[src/rtl/alu_mc.sv]
// alu_mc: multi-cycle unsigned ALU with single-cycle logic/arith and iterative MUL/DIVU/REMU
module alu_mc #(
    parameter int WIDTH = 32
) (
    input  logic             clk,
    input  logic             reset,
    input  logic             start,
    input  logic [2:0]       ALUControl,
    input  logic [WIDTH-1:0] a,
    input  logic [WIDTH-1:0] b,
    output logic [WIDTH-1:0] res,
    output logic             zero,
    output logic             busy,
    output logic             done
);
    localparam int CW = $clog2(WIDTH + 1);
    localparam logic [2:0] OP_AND = 3'b000, OP_OR = 3'b001, OP_ADD = 3'b010, OP_MUL = 3'b011;
    localparam logic [2:0] OP_DIV = 3'b100, OP_REM = 3'b101, OP_SUB = 3'b110, OP_SLT = 3'b111;
    typedef enum logic [1:0] {IDLE, RUN, DONE} state_t;
    state_t state;
    // x: multiplicand / dividend-quotient shifter, y: multiplier / divisor, acc: product / remainder
    logic [WIDTH-1:0] x, y, acc, quick, mul_next, rem_next, quo_next;
    logic [WIDTH:0] shifted, diff;
    logic [CW-1:0] cnt;
    logic [2:0] op;
    logic eq, multi, accept, last;
    always_comb begin
        quick = ALUControl == OP_AND ? a & b :
                ALUControl == OP_OR  ? a | b :
                ALUControl == OP_ADD ? a + b :
                ALUControl == OP_SUB ? a - b :
                ALUControl == OP_SLT ? {{(WIDTH-1){1'b0}}, a < b} : '0;
        multi = ALUControl == OP_MUL || ALUControl == OP_DIV || ALUControl == OP_REM;
        accept = start && state != RUN;
        last = cnt == CW'(1);
        mul_next = acc + (y[0] ? x : '0);
        // partial remainder is only WIDTH bits wide at rest; the shifted copy needs one more
        shifted = {acc, x[WIDTH-1]};
        diff = shifted - {1'b0, y};
        rem_next = diff[WIDTH] ? shifted[WIDTH-1:0] : diff[WIDTH-1:0];
        quo_next = {x[WIDTH-2:0], ~diff[WIDTH]};
    end
    assign busy = state == RUN;
    assign done = state == DONE;
    always_ff @(posedge clk) begin
        if (reset) begin
            state <= IDLE;
            cnt <= '0;
            x <= '0;
            y <= '0;
            acc <= '0;
            op <= '0;
            eq <= 1'b0;
            res <= '0;
            zero <= 1'b0;
        end else if (accept) begin
            op <= ALUControl;
            eq <= a == b;
            if (multi) begin
                state <= RUN;
                cnt <= CW'(WIDTH);
                x <= a;
                y <= b;
                acc <= '0;
            end else begin
                state <= DONE;
                res <= quick;
                zero <= a == b;
            end
        end else if (state == RUN) begin
            cnt <= cnt - 1'b1;
            if (op == OP_MUL) begin
                acc <= mul_next;
                x <= x << 1;
                y <= y >> 1;
            end else begin
                acc <= rem_next;
                x <= quo_next;
            end
            if (last) begin
                state <= DONE;
                res <= op == OP_MUL ? mul_next : op == OP_REM ? rem_next : quo_next;
                zero <= eq;
            end
        end else if (state == DONE) begin
            state <= IDLE;
        end
    end
endmodule

[config.mk]
export PLATFORM = sky130hd
export DESIGN_NAME = alu_mc
export DESIGN_NICKNAME = d
export VERILOG_FILES = /design/src/rtl/alu_mc.sv
export SDC_FILE = /design/constraint.sdc
export NUM_CORES = 1
export LEC_CHECK = 0
export ABC_AREA = 1
export CELL_PAD_IN_SITES_DETAIL_PLACEMENT = 1
export CELL_PAD_IN_SITES_GLOBAL_PLACEMENT = 2
export CORE_MARGIN = 1
export CORE_UTILIZATION = 25
export DETAILED_ROUTE_END_ITERATION = 8
export PLACE_DENSITY = 0.73
export RECOVER_POWER = 100
export SLEW_MARGIN = 0
export SYNTH_ARGS = -nofsm -noshare
export SYNTH_HDL_FRONTEND = slang
export SYNTH_SLANG_ARGS = --single-unit
[constraint.sdc]
create_clock -name clk -period 3 [get_ports clk]
set_input_delay 0.6 -clock clk [delete_from_list [all_inputs] [get_ports clk]]
set_output_delay 0.6 -clock clk [all_outputs]
set_load 0.1 [all_outputs]
==> flow_summary_export.csv, run 1 <==
group,metric,value,unit
setup_path,start_kind,"primary input",
clock_network,htreeDepth,4,
synthesis,yosysTopAreaCell,"nand2_1",
synthesis,synth_top_family_by_area,"simple AND/OR/NAND/NOR gates",
clock_network,cts_tree,"yes",
power,comb_power_share,0.535,
timing,hold_viol,0,
setup_path,r2r-end,"acc[0]$_SDFFE_PP0P_",
routing,first_pass_iters,5,
synthesis,synth_nets,3397,
synthesis,async_flop_share,0,
synthesis,ys_seq_elements,141,
routing,via_count,22000,
cells_and_area,post-route-util,0.339,
setup_path,end_kind,"register",
routing,drc,0,
global_route,grt_pass1_vias,22600,
synthesis,synth_most_common_cell,"nand2_1",
routing,drt_iter0_markers,1193,
placement,gp_congestion,0.934,
synthesis,synth_ff_type,"dfxtp_1",
clock_network,numClockSinks,141,
cells_and_area,drive_gt1_frac,0.169,
global_route,grt_usage,0.249,
die,die_area,71300,sq um
routing,avgViaCountPerCell,4.82,
setup_path,crit_path_max_fanout,6,
synthesis,yosysTopAreaCellShare,0.216,
setup_path,rr_worst_depth,19,
timing,drv_slew,0,
clock_network,path_clk_slew,0.06,ns
power,power_density,394,nW/um^2
status,status,"complete, no violations",
placement,place_inst,4528,
synthesis,syn-instance-count,3159,
synthesis,synth_mux_area_frac,0,
routing,ant_nets,0,
power,seqPwrFrac,0.240,
power,pwr-share-clk,0.225,
timing,fin_worst_skew,0.0118,ns
cells_and_area,fin_nets,3855,
global_route,grt_pass1_wl,134000,um
synthesis,syn_avg_cell_area,5.56,sq um
global_route,grt_overflow_total,0,
power,swShare,0.466,
power,p_sw,4.30,mW
die,coreArea,69100,sq um
synthesis,synth-xor-area-share,0.00998,
power,p_total,9.23,mW
placement,hpwl,74800,um
placement,placed_area,22700,sq um
cells_and_area,diodes,0,
synthesis,synth_common_cells,"nand2_1, inv_1, nor2_1",
min_path,min_from,"res[6]$_SDFFE_PP0P_",
timing,tightest_slew,1.25,ns
timing,tns,0,ns
flow_run,drv_cap,0,
power,ir_drop,0.000302,V
power,p_leak,12.1,nW
synthesis,synth_edf_count,0,
placement,io_buffer_count,104,
min_path,hp-class,"reg -> reg",
routing,wl_per_cell,19.4,um
timing,min_period,2.91,ns
synthesis,synth_compound_area_frac,0.183,
clock_network,insertion_delay,0.45,ns
clock_network,clockRootBuffer,"clkbuf_16",
cells_and_area,area_growth,33.5,%
cells_and_area,design_area,23400,sq um
synthesis,synth.yosys.seq_area_share,0.161,
die,start_util,0.254,
setup_path,cp.required,3.33,ns
cells_and_area,instances_no_fill,4560,
timing,relSlewSlack,0.168,
setup_path,reg2reg_slack,0.17,ns
synthesis,syn_area,17500,sq um
global_route,grt_max_degree,93,
die,fp.dieW,267,um
die,die_h,267,um
routing,wl,88500,um
timing,fmax,343,MHz
setup_path,crit_arrival,3.25,ns
setup_path,r2r_start,"x[31]$_SDFFE_PP0P_",
min_path,min_path_cells,2,
synthesis,yosys_warnings,0,
synthesis,synthSimpleGateAreaFrac,0.387,
clock_network,cts_made_buffers,17,
setup_path,critPathKind,"in -> reg",
min_path,whs_endpoint,"res[6]$_SDFFE_PP0P_",
global_route,antenna_found_initial,0,
power,internal-power,4.93,mW
timing,period_share,0.971,
timing,setup_viol,0,
synthesis,synth_area_leaders,"nand2_1, dfxtp_1, ha_1, inv_1, nand3_1",
clock_network,clock_path_buffers,2,
die,ios,105,
synthesis,synthAdderAreaFrac,0.121,
synthesis,ys_types,51,
die,fp-row-count,96,
kinds of logic after synthesis:
kind of cell,count (synthesis)
adder cells (fa/ha/maj),168
AO/OA/AOI/OAI,574
AND/OR/NAND/NOR,1634
buffers and inverters,622
flip-flops,141
XOR/XNOR,20
layer usage:
metal / track usage / vias up / part of all wire / routed length, um
met3: 0.0153 / 103 / 0.026 / 2310
met2: 0.441 / 381 / 0.49 / 43200
met4: 0.0819 / 0 / 0.032 / 2840
li1: - / 11000 / - / -
met5: 0 / - / 0 / 0
met1: 0.318 / 10500 / 0.45 / 40100
power groups by stage:
stage / sequential, mW / clock [mW] / combinational [mW]
floorplan: 2.51 / 0 / 2.49
global placement: 2.25 / 0 / 4.85
detailed placement: 2.25 / 0 / 4.90
CTS: 2.21 / 2.11 / 4.94
global route: 2.23 / 2.17 / 5.43
finish: 2.21 / 2.08 / 4.94
worst max-delay path, cell delays in order:
cell and delay, ns:
clkdlybuf4s50_1 0.52, inv_1 0.08, ha_1 0.31, buf_4 0.17
nand2_1 0.11, nor2_1 0.14, inv_1 0.08, nor2_1 0.09
nand2_1 0.06, nand3b_1 0.28, clkbuf_4 0.21, a21oi_1 0.05
o21ai_0 0.09, o2111ai_1 0.23, o21ai_1 0.14, a21oi_1 0.08
worst max-delay path by stage:
stage,startpoint,endpoint,slack (ns),depth (start not counted)
after floorplan,state[1]$_SDFFE_PP0P_,res[31]$_SDFFE_PP0P_,0.37,12
after global placement,b[10],res[0]$_SDFFE_PP0P_,-0.57,19
after detailed placement,b[10],res[0]$_SDFFE_PP0P_,-0.59,19
after CTS,a[0],res[0]$_SDFFE_PP0P_,0.007,17
after global routing,a[11],res[12]$_SDFFE_PP0P_,-0.01,16
final,b[9],res[12]$_SDFFE_PP0P_,0.09,16
timing repair:
action | CTS | global route
setup endpoints to repair | 12 | 47
buffers inserted | 0 | 1
resized for setup | 10 | 78
hold buffers | 0 | 0
pin swaps | 0 | 9
hold endpoints to repair | 0 | 0
placed cells by master, fill, tap and decap left out, drive strengths merged:
cell,instances
dlygate4sd3,1
nor3b,1
nor3,26
nor4,5
xnor2,15
nand3b,14
clkinvlp,2
dfxtp,141
fa,4
a32o,1
and2,1
xor2,5
ha,164
o2111ai,6
o21bai,31
o21ai,215
clkdlybuf4s50,63
buf,443
nand4,41
a221oi,3
nor2,252
o211a,2
a21oi,215
o31ai,2
o211ai,7
nand3,242
a31oi,69
a211oi,1
clkinv,8
clkbuf,69
nand2,1026
o21a,5
or2,26
bufinv,1
o221ai,2
o22ai,2
a21o,9
a21boi,4
dlymetal6s2s,4
inv,501
registers in the layout, indices dropped and copies added (netlist names):
register / count
acc: 32
cnt: 6
eq: 1
op: 3
res: 32
state: 2
x: 32
y: 32
zero: 1
layout make-up:
class                           count  area [sq um]
Clock buffer                       21           440
Clock inverter                     10          91.3
Fill cell                        9209         45600
Inverter                          502          1880
Multi-Input combinational cell   2396         12700
Sequential cell                   141          2830
Tap cell                          931          1160
Timing Repair Buffer              559          4360
per-stage QoR:
stage	setup slack [ns]	hold slack, ns
6_report	0.0868	0.464
5_1_grt	-0.0146	0.492
4_1_cts	0.00706	0.467
3_5_place_dp	-0.586	0.458
3_3_place_gp	-0.569	0.452
2_1_floorplan	0.369	0.452
(Power assumes the default switching activity.)
==> inputs of run 2 (changes only) <==
--- a/config.mk
+++ b/config.mk
@@ -7,11 +7,11 @@
 export LEC_CHECK = 0
 export ABC_AREA = 1
 export CELL_PAD_IN_SITES_DETAIL_PLACEMENT = 1
-export CELL_PAD_IN_SITES_GLOBAL_PLACEMENT = 2
+export CELL_PAD_IN_SITES_GLOBAL_PLACEMENT = 1
 export CORE_MARGIN = 1
 export CORE_UTILIZATION = 25
 export DETAILED_ROUTE_END_ITERATION = 8
-export PLACE_DENSITY = 0.73
+export PLACE_DENSITY = 0.6
 export RECOVER_POWER = 100
 export SLEW_MARGIN = 0
 export SYNTH_ARGS = -nofsm -noshare
==> run 2 against run 1 <==
Net effect: fmax decreased by 0.33%; critical path depth rose by 2; global-route usage is 0.11 points lower; register-to-register slack lost 0.09 ns; clock power is 14% higher; via count up 0.39%; largest cell class unchanged.
==> flow_summary_export.csv, run 2 (synthesis results as in run 1) <==
group,metric,value,unit
routing,ant_nets,0,
min_path,hp-class,"reg -> reg",
cells_and_area,area_growth,35.3,%
cells_and_area,final_cell_mix,"nand2_1, inv_1, buf_4, nor2_1, nand3_1",
timing,drv_slew,0,
cells_and_area,diodes,0,
clock_network,htreeDepth,4,
routing,wl,88100,um
timing,setup_viol,0,
setup_path,critPathKind,"reg -> reg",
routing,drt_iter0_markers,1138,
setup_path,crit_path_max_incr_delay,0.36,ns
routing,via_count,22100,
global_route,grt_usage,0.248,
clock_network,numClockSinks,141,
clock_network,cts_made_buffers,17,
setup_path,cp.required,3.36,ns
die,die_h,267,um
timing,tightest_slew,1.22,ns
routing,wl_per_cell,19.3,um
placement,gp_congestion,0.959,
die,die_area,71300,sq um
global_route,grt_max_degree,65,
timing,period_share,0.974,
die,start_util,0.254,
setup_path,crit_arrival,3.29,ns
timing,grt_setup_unrepaired,"yes",
setup_path,cp_slowest_cell,"ha_1",
global_route,antenna_found_initial,0,
clock_network,clock_path_buffers,2,
die,ios,105,
clock_network,hold_buffers,0,
setup_path,worstPathCellList,"buf_4 > buf_12 > nand2_1 > inv_1 > ha_1 > inv_1 > o21bai_2 > a21oi_1 > nand2_2 > a21oi_1 > buf_4 > or2_2 > nand3_1 > nand3_1 > nand3b_1 > nand3_1 > nand2_1 > inv_1",
power,p_leak,12.2,nW
timing,fmax,342,MHz
placement,io_buffer_count,104,
setup_path,crit_path_max_fanout,6,
routing,avgViaCountPerCell,4.84,
cells_and_area,final_common_cell,"nand2_1",
clock_network,path_clk_slew,0.08,ns
clock_network,insertion_delay,0.46,ns
global_route,grt_overflow_total,0,
placement,placed_area,22800,sq um
setup_path,path_buf_inv,6,
placement,hpwl,74300,um
die,fp-row-count,96,
status,status,"complete, no violations",
global_route,grt_pass1_wl,133000,um
die,coreArea,69100,sq um
power,power_density,405,nW/um^2
setup_path,end_kind,"register",
die,fp.dieW,267,um
setup_path,critPathTopFamily,"simple AND/OR/NAND/NOR gates",
cells_and_area,drive_gt1_frac,0.184,
routing,drc,0,
timing,fin_worst_skew,0.0161,ns
power,ir_drop,0.000377,V
cells_and_area,fin_nets,3854,
flow_run,drv_cap,0,
routing,first_pass_iters,5,
setup_path,start_kind,"register",
clock_network,clockRootBuffer,"clkbuf_16",
timing,hold_viol,0,
timing,relSlewSlack,0.191,
cells_and_area,design_area,23800,sq um
power,p_total,9.62,mW
global_route,grt_pass1_vias,22400,
timing,min_period,2.92,ns
clock_network,cts_tree,"yes",
cells_and_area,fill_cells,9183,
## run 2: worst paths after layout
kind	from	end	slack, ns	cells after the start
hold / removal	res[11]$_SDFFE_PP0P_	res[11]$_SDFFE_PP0P_	0.47	2
hold reg to reg	res[11]$_SDFFE_PP0P_	res[11]$_SDFFE_PP0P_	0.47	2
setup / recovery	y[0]$_SDFFE_PP0P_	res[27]$_SDFFE_PP0P_	0.08	18
setup reg to reg	y[0]$_SDFFE_PP0P_	res[27]$_SDFFE_PP0P_	0.08	18
## run 2: final cells by class
type                    count  area, sq um  area share
well taps                 931         1160      0.0490
clock buffers              19          453      0.0191
multi-input cells        2396        12800       0.538
inverters                 502         1880      0.0793
flip-flops and latches    141         2830       0.119
clock inverters            13          178     0.00748
repair buffers            558         4470       0.188
## run 2: report_power, final
| group | internal (mW) | switching, mW | total, mW |
|---|---|---|---|
| sequential | 2.04 | 0.203 | 2.24 |
| combinational | 1.80 | 3.20 | 5.00 |
| clock | 1.38 | 0.999 | 2.38 |
| total | 5.22 | 4.40 | 9.62 |
## run 2: tightest hold or removal path: stages, from the launching register on
cell	delay (ns)
dfxtp_1	0.31
nand2_1	0.06
a21oi_1	0.05
## run 2: layer usage
layer  share of wire  global-route usage  vias to the layer above
li1                -                   -                    11000
met5               0                   0                        -
met2            0.48               0.434                      397
met4           0.034              0.0826                        0
met3           0.030              0.0164                      121
met1            0.46               0.319                    10500
## run 2: per-stage QoR
step                      setup TNS (ns)  hold slack (ns)  std cells  setup slack (ns)   util
final                                  0            0.466       4560            0.0773  0.344
after global routing              -0.119            0.491       4560           -0.0936  0.344
after CTS                              0            0.470       4554           0.00173  0.339
after detailed placement           -9.78            0.460       4522            -0.539  0.329
after global placement             -8.73            0.455       4522            -0.506  0.329
after floorplan                        0            0.452       3159             0.369      -
## run 2: what timing repair did
item,in CTS,in global routing
gates resized for setup,10,128
setup buffers,0,6
setup endpoints to repair,14,47
endpoints found under the hold margin,0,0
gates cloned,0,0
pin swaps,2,18
==> inputs of run 3 (changes only) <==
--- a/config.mk
+++ b/config.mk
@@ -8,6 +8,7 @@
 export ABC_AREA = 1
 export CELL_PAD_IN_SITES_DETAIL_PLACEMENT = 1
 export CELL_PAD_IN_SITES_GLOBAL_PLACEMENT = 1
+export CORE_ASPECT_RATIO = 1.25
 export CORE_MARGIN = 1
 export CORE_UTILIZATION = 25
 export DETAILED_ROUTE_END_ITERATION = 8
==> run 3 against run 2 <==
Net effect: clock skew is 0.0044 ns lower; via count up 1.0%; utilization down 0.21 points; count of clock-buffer cells in the layout did not move; sequential cell count is the same; combinational power about the same; sequential power about the same; critical path depth is 1 lower; setup slack better by 0.019 ns; largest power group unchanged; highest routed layer unchanged.
==> flow_summary_export.csv, run 3 (synthesis results as in run 1) <==
group,metric,value,unit
timing,drv_slew,0,
placement,placed_area,22900,sq um
timing,tns,0,ns
cells_and_area,final_cell_mix,"nand2_1, inv_1, buf_4, nor2_1, nand3_1",
routing,met1_length,37600,um
routing,drt_iter0_markers,1177,
setup_path,start_kind,"register",
global_route,grt_usage,0.250,
power,internal-power,5.11,mW
global_route,antenna_found_initial,0,
global_route,grt_overflow_total,0,
placement,dpl_worst_slack,-0.581,ns
timing,grt_setup_unrepaired,"yes",
cells_and_area,fin_nets,3887,
cells_and_area,area_growth,35.3,%
die,ios,105,
clock_network,path_clk_slew,0.07,ns
power,swShare,0.461,
power,ir_drop,0.000423,V
power,p_sw,4.37,mW
cells_and_area,diodes,0,
routing,drc,0,
clock_network,clockRootBuffer,"clkbuf_16",
placement,io_buffer_count,104,
power,p_leak,12.2,nW
power,power_density,399,nW/um^2
routing,met3_length,1690,um
setup_path,crit_path_max_fanout,15,
timing,relSlewSlack,0.167,
die,coreArea,69500,sq um
cells_and_area,drive_gt1_frac,0.184,
timing,worst_hold_slack,0.466,ns
setup_path,cp.required,3.34,ns
timing,hold_viol,0,
global_route,grt_pass1_wl,134000,um
die,die_h,298,um
clock_network,hold_buffers,0,
timing,tightest_slew,1.26,ns
timing,fin_worst_skew,0.0116,ns
clock_network,cts_made_buffers,17,
cells_and_area,multiInputGateArea,12700,sq um
global_route,grt_pass1_vias,22800,
routing,ant_nets,0,
routing,wl_per_cell,19.5,um
die,fp.dieW,239,um
cells_and_area,fill_cells,9404,
power,pwr-share-clk,0.235,
die,fp-row-count,108,
routing,dr.max_layer_used,"met4",
die,start_util,0.253,
clock_network,htreeDepth,4,
placement,gp_congestion,0.970,
routing,route.met2.wl,45600,um
min_path,hp-class,"reg -> reg",
global_route,grt_max_degree,66,
setup_path,cp_slowest_cell,"a21boi_0",
power,seqPwrFrac,0.235,
clock_network,numClockSinks,141,
setup_path,worstPathCellList,"buf_6 > nand2_1 > inv_1 > ha_1 > nand2_1 > nor2_1 > inv_1 > nor3_1 > nand2_2 > a21boi_0 > nor2_1 > nand2_1 > nand3_1 > nand2_1 > a21oi_1 > nor2_1 > nor2_1",
timing,setup_viol,0,
setup_path,end_kind,"register",
clock_network,insertion_delay,0.45,ns
routing,avgViaCountPerCell,4.85,
routing,via_count,22300,
setup_path,reg2reg_slack,0.1,ns
routing,wl,89700,um
timing,period_share,0.968,
clock_network,cts_tree,"yes",
timing,setup_ws,0.0959,ns
cells_and_area,final_common_cell,"nand2_1",
placement,hpwl,76000,um
setup_path,crit_path_max_incr_delay,0.40,ns
power,comb_power_share,0.530,
die,die_area,71300,sq um
flow_run,drv_cap,0,
clock_network,clock_path_buffers,2,
timing,fmax,344,MHz
setup_path,critPathKind,"reg -> reg",
cells_and_area,regArea,2830,sq um
routing,first_pass_iters,5,
timing,min_period,2.90,ns
status,status,"complete, no violations",
power,p_total,9.48,mW
cells_and_area,design_area,23700,sq um
setup_path,crit_arrival,3.24,ns
==> run 3: cell types whose count changed in the layout (fill, tap and decap cells not counted), sizes merged <==
cell and change:
buf +14, bufinv -1, clkbuf +18, clkinv +2, clkinvlp +2, dlygate4sd3 +2
dlymetal6s2s -2, dlymetal6s4s +1, inv -3
==> run 3: path summary, 6_finish.rpt <==
| check | startpoint | endpoint | cells after the start |
|---|---|---|---|
| min | res[11]$_SDFFE_PP0P_ | res[11]$_SDFFE_PP0P_ | 2 |
| min reg2reg | res[11]$_SDFFE_PP0P_ | res[11]$_SDFFE_PP0P_ | 2 |
| max reg2reg | y[0]$_SDFFE_PP0P_ | res[23]$_SDFFE_PP0P_ | 17 |
| max | y[0]$_SDFFE_PP0P_ | res[23]$_SDFFE_PP0P_ | 17 |
==> run 3: layer usage <==
metal / GRT usage / up-vias
met5: 0 / -
met4: 0.127 / 0
met3: 0.0109 / 153
met2: 0.461 / 372
met1: 0.290 / 10700
li1: - / 11100
==> run 3: stage by stage <==
step,utilization,std cells
2_1_floorplan,-,3159
3_3_place_gp,0.330,4557
3_5_place_dp,0.330,4557
4_1_cts,0.340,4592
5_1_grt,0.342,4597
6_report,0.342,4597
==> run 3: power by group through the flow <==
stage / clock network, mW / registers (mW) / logic (mW)
2_1_floorplan: 0 / 2.51 / 2.49
3_3_place_gp: 0 / 2.26 / 4.86
3_5_place_dp: 0 / 2.26 / 4.91
4_1_cts: 2.25 / 2.22 / 4.97
5_1_grt: 2.33 / 2.24 / 5.47
6_report: 2.23 / 2.23 / 5.02
==> run 3: worst max-delay path: cells and delay by family (launching register included) <==
| family | cells | cell delay (ns) |
|---|---|---|
| flops | 1 | 0.36 |
| buf+inv | 3 | 0.31 |
| simple gates | 11 | 1.30 |
| compound gates | 2 | 0.48 |
| fa+ha+maj | 1 | 0.35 |
==> run 3: what timing repair did <==
| action | 4_1_cts | 5_1_grt |
|---|---|---|
| gates resized for setup | 11 | 113 |
| gates cloned | 0 | 0 |
| setup endpoints to repair | 21 | 41 |
| pin swaps | 3 | 17 |
| setup buffers | 3 | 5 |
==> run 3: final cells by class <==
type	instances	share of cell area
clock buffer	19	0.0191
inverter	502	0.0794
sequential	141	0.119
tap	935	0.0493
timing repair buffer	591	0.193
multi-input combinational	2396	0.534
clock inverter	13	0.00580
